### src/rtl/column_hamm_dec.sv
// rtl/column_hamm_dec.sv - column-address Hamming checker/corrector with one-deep output stage
// Syndrome decode corrects single-bit errors; saturating counters track corrected/uncorrectable words.
module column_hamm_dec #(
  parameter int MAX_COL = 40,
  parameter int CNT_W   = 16
) (
  input  logic             Clk,
  input  logic             Reset_b,
  input  logic             InValid,
  output logic             InReady,
  input  logic [9:0]       ColumnIn,
  output logic             OutValid,
  input  logic             OutReady,
  output logic [5:0]       ColAddr,
  output logic             Corrected,
  output logic             Uncorrectable,
  output logic             RangeErr,
  input  logic             CntClear,
  output logic [CNT_W-1:0] CorrCnt,
  output logic [CNT_W-1:0] UncorrCnt
);

  localparam logic [5:0]       MAX_COL_V = 6'(MAX_COL);
  localparam logic [CNT_W-1:0] CNT_MAX   = '1;

  logic [5:0] rawAddr;
  logic [3:0] rxCheck;
  logic [3:0] calcCheck;
  logic [3:0] syndrome;
  logic [5:0] flipMask;
  logic [5:0] fixedAddr;
  logic       isCorr;
  logic       isUncorr;
  logic       isRange;
  logic       accept;

  assign rawAddr = ColumnIn[5:0];
  assign rxCheck = ColumnIn[9:6];

  assign calcCheck[0] = rawAddr[0] ^ rawAddr[1] ^ rawAddr[3] ^ rawAddr[4];
  assign calcCheck[1] = rawAddr[0] ^ rawAddr[2] ^ rawAddr[3] ^ rawAddr[5];
  assign calcCheck[2] = rawAddr[1] ^ rawAddr[2] ^ rawAddr[3];
  assign calcCheck[3] = rawAddr[4] ^ rawAddr[5];
  assign syndrome     = rxCheck ^ calcCheck;

  // Single-bit check-bit errors (1/2/4/8) leave the address alone but still count as corrected.
  always_comb begin
    flipMask = 6'b0;
    isCorr   = 1'b0;
    isUncorr = 1'b0;
    case (syndrome)
      4'd0:  ;
      4'd1, 4'd2, 4'd4, 4'd8: isCorr = 1'b1;
      4'd3:  begin flipMask = 6'b000001; isCorr = 1'b1; end
      4'd5:  begin flipMask = 6'b000010; isCorr = 1'b1; end
      4'd6:  begin flipMask = 6'b000100; isCorr = 1'b1; end
      4'd7:  begin flipMask = 6'b001000; isCorr = 1'b1; end
      4'd9:  begin flipMask = 6'b010000; isCorr = 1'b1; end
      4'd10: begin flipMask = 6'b100000; isCorr = 1'b1; end
      default: isUncorr = 1'b1;
    endcase
  end

  assign fixedAddr = rawAddr ^ flipMask;
  assign isRange   = (fixedAddr == 6'd0) || (fixedAddr > MAX_COL_V);
  assign InReady   = !OutValid || OutReady;
  assign accept    = InValid && InReady;

  always_ff @(posedge Clk or negedge Reset_b) begin
    if (!Reset_b) begin
      OutValid      <= 1'b0;
      ColAddr       <= 6'd0;
      Corrected     <= 1'b0;
      Uncorrectable <= 1'b0;
      RangeErr      <= 1'b0;
    end else if (InReady) begin
      OutValid <= InValid;
      if (InValid) begin
        ColAddr       <= fixedAddr;
        Corrected     <= isCorr;
        Uncorrectable <= isUncorr;
        RangeErr      <= isRange;
      end
    end
  end

  // Clear wins over a same-cycle increment, so the word accepted with CntClear is not counted.
  always_ff @(posedge Clk or negedge Reset_b) begin
    if (!Reset_b) begin
      CorrCnt   <= '0;
      UncorrCnt <= '0;
    end else if (CntClear) begin
      CorrCnt   <= '0;
      UncorrCnt <= '0;
    end else if (accept) begin
      if (isCorr && CorrCnt != CNT_MAX)
        CorrCnt <= CorrCnt + 1'b1;
      if (isUncorr && UncorrCnt != CNT_MAX)
        UncorrCnt <= UncorrCnt + 1'b1;
    end
  end

endmodule

### config.mk
export PLATFORM = sky130hd
export DESIGN_NAME = column_hamm_dec
export DESIGN_NICKNAME = d
export VERILOG_FILES = /design/src/rtl/column_hamm_dec.sv
export SDC_FILE = /design/constraint.sdc
export NUM_CORES = 1
export LEC_CHECK = 0
export CAP_MARGIN = 40
export CORE_UTILIZATION = 46
export CTS_CLUSTER_DIAMETER = 80
export CTS_CLUSTER_SIZE = 20
export DETAILED_ROUTE_END_ITERATION = 10
export GPL_ROUTABILITY_DRIVEN = 0
export GPL_TIMING_DRIVEN = 0
export PLACE_DENSITY = 0.77
export SYNTH_ARGS = -nofsm -noshare
export SYNTH_HDL_FRONTEND = slang
export SYNTH_SLANG_ARGS = --single-unit
### constraint.sdc
create_clock -name Clk -period 1.8 [get_ports Clk]
set_input_delay 0.36 -clock Clk [delete_from_list [all_inputs] [get_ports Clk]]
set_output_delay 0.36 -clock Clk [all_outputs]
set_load 0.05 [all_outputs]
==> flow_metrics.tcl <==
set metrics [dict create \
    synth.most_common_cell "dfrtp_1" \
    cp.arrival_ns 2.30 \
    async_reset_ff_share_pct 100.0 \
    coreArea_um2 5270 \
    finalSetupTns_ns -4.927 \
    path_clk_slew_ns 0.07 \
    avgSynthCellArea_um2 9.857 \
    grt_remaining_overflow 0 \
    critPathTopFamily "XOR/XNOR gates" \
    antenna_left 0 \
    drive_above_1_share_pct 35.98 \
    crit_type "input pin to flip-flop" \
    ir_worst_vdd_v 0.0003911 \
    status "finished with violations" \
    fin_skew_ns 0.005386 \
    crit_fanout 6 \
    start_util_pct 49.00 \
    synth.distinct_cells 47 \
    grt_max_degree 35 \
    syn_to_final_growth_pct 48.21 \
    max_freq_mhz 475.6 \
    hold_viol_final 0 \
    io_buffers 52 \
    finalMaxSlewViolations 0 \
    synth_top_area_share_pct 40.70 \
    antenna_found_initial 0 \
    num_rows 26 \
    power_leakage_nw 1.765 \
    critPathBufInv 1 \
    fin_ws_ns -0.3024 \
    ioPinCount 58 \
    yosys-top-cells-count "dfrtp_1, nor2_1, xor2_1" \
    yosysSeqAreaShare_pct 40.70 \
    endpoint_kind "flip-flop" \
    route.vias.total 2295 \
    timing.critical_path.cells "buf_12 -> xnor3_2 -> xnor2_4 -> nor2_1 -> or3_1 -> a31oi_1 -> mux2_2 -> o31ai_2" \
    ys.flop_type "dfrtp_1" \
    power.density_nw_per_um2 675.8 \
    die_y_um 76.93 \
    syn-cell-area_um2 2582 \
    die_x_um 76.93 \
    grt_pass1_vias 2251 \
    crit_slowest_cell "xnor3_2" \
    maxCapViolations 0 \
    ys_ff_latch 42 \
    numCtsBuffers 5 \
    via_per_inst 5.426 \
    start_kind "input pin" \
    clk_path_buf_depth 2 \
    insertion_delay_ns 0.29 \
    grt_first_pass_wirelength_mm 10.56 \
    diodes 0 \
    rsz0062_at_grt "yes" \
    dr.pass1.iters 4 \
    synth_edf_count 0 \
    setup_viol 33 \
    drt_iter0_drc 98 \
    violations "negative setup slack" \
    cts_tree "built" \
    cp.required_ns 2.00 \
    yosysTopAreaCell "dfrtp_1" \
    wl_mm 6.264 \
    power.total_w 0.002587 \
    clockRootBuffer "clkbuf_8" \
    yosysWarnings 0 \
    synthCells 262 \
    layout.nets 369 \
    nFillCells 392 \
    finalCriticalPeriod_ns 2.102 \
    ctsHtreeMaxLevel 2 \
    wire_per_inst_um 14.81 \
    cts.sinks 42 \
    synth_area_leaders "dfrtp_1, xor2_1, nor2_1" \
    syn_nets 279 \
    min_path_type "input pin to flip-flop" \
    dp_hpwl_mm 4.081 \
    dieArea_um2 5917 \
    worst_pin_slew_ns 0.5299 \
    track_usage_pct 22.37 \
    drc 0 \
    slowest_delay_ns 0.45 \
    max_slew_margin_pct 64.67 \
    period_share_pct 116.8 \
]
==> logic make-up (layout without fill, tap and decap cells) <==
group                    Yosys count  in the layout  share of synthesized area (%)
multiplexers                       5              5                          2.277
adder cells (fa/ha/maj)            2              2                         0.9688
flip-flops                        42             42                          40.70
buffers and inverters             16            106                          3.827
AND/OR/NAND/NOR                  123            123                          24.18
XOR/XNOR                          45             46                          20.74
AO/OA/AOI/OAI                     29             29                          7.316
==> registers in the layout, summed over array words and instances, names as in the netlist <==
signal and count:
Uncorrectable 1, RangeErr 1, UncorrCnt 16, ColAddr 6, Corrected 1, CorrCnt 16, OutValid 1
==> routing by layer <==
metal	vias up	global-route usage (%)	wire length, µm
li1	1094	-	-
met1	1132	27.22	2640
met2	61	40.45	3318
met3	8	3.095	219
met4	0	7.115	85
met5	-	0	0
==> cell usage in the layout, fill, tap and decap left out, types with 8 or more instances in the layout <==
master and count:
and3_1 8, buf_4 23, buf_6 13, dfrtp_1 27, dfrtp_2 15, dlygate4sd2_1 43
nand2_1 16, nand3_1 10, nand4_1 11, nor2_1 33, o21ai_0 9, xor2_1 26
==> where the power goes <==
part           total [W]  internal (W)  switching [W]
clock           0.000578      0.000276       0.000303
combinational   0.000971      0.000388       0.000584
sequential       0.00104      0.000999      0.0000379
==> worst min-delay path, cell delays in order <==
cell and delay, ns:
buf_6 0.10, xnor2_1 0.13, o21ai_0 0.07
==> repair_timing <==
| action | in CTS | in global routing |
|---|---|---|
| resized for setup | 92 | 24 |
| buffers inserted | 23 | 5 |
| cloned | 3 | 0 |
| setup endpoints to repair | 84 | 36 |
| hold buffers | 1 | 0 |
| endpoints found under the hold margin | 8 | 0 |
| pin swaps | 23 | 15 |
==> final cells by class <==
cell class                 count  area [µm²]  share of cell area [%]
tap                           70       87.58                   2.288
timing repair buffer          84       747.0                   19.52
sequential                    42        1070                   27.95
multi-input combinational    205        1719                   44.92
buffer                        13       120.1                   3.138
clock buffer                   8       80.08                   2.092
inverter                       1       3.754                 0.09807
==> worst paths after layout <==
check / start / end / slack (ns) / cells after the start
worst min-delay path: ColumnIn[4] / ColAddr[4] / 0.42 / 3
worst max register to register: CorrCnt[0] / CorrCnt[4] / -0.17 / 8
worst min register to register: ColAddr[0] / ColAddr[0] / 0.48 / 2
worst max-delay path: ColumnIn[2] / RangeErr / -0.30 / 8
max in group asynchronous: Reset_b / CorrCnt[6] / 0.88 / 3
min in group asynchronous: Reset_b / UncorrCnt[3] / 0.46 / 2
==> through the flow <==
step                      instance area, µm²  std cells  hold slack (ns)  util, %  setup WS [ns]
after CTS                               3711        419           0.4198    70.42        -0.2639
final                                   3827        423           0.4190    72.63        -0.3024
after detailed placement                3318        385           0.2369    62.96         -1.097
after global placement                  3303        384           0.4618    62.68         -1.030
after global routing                    3827        423           0.4559    72.63        -0.3817
after floorplan                         2695        262          0.06441        -        -0.4779
(Power assumes the default switching activity.)
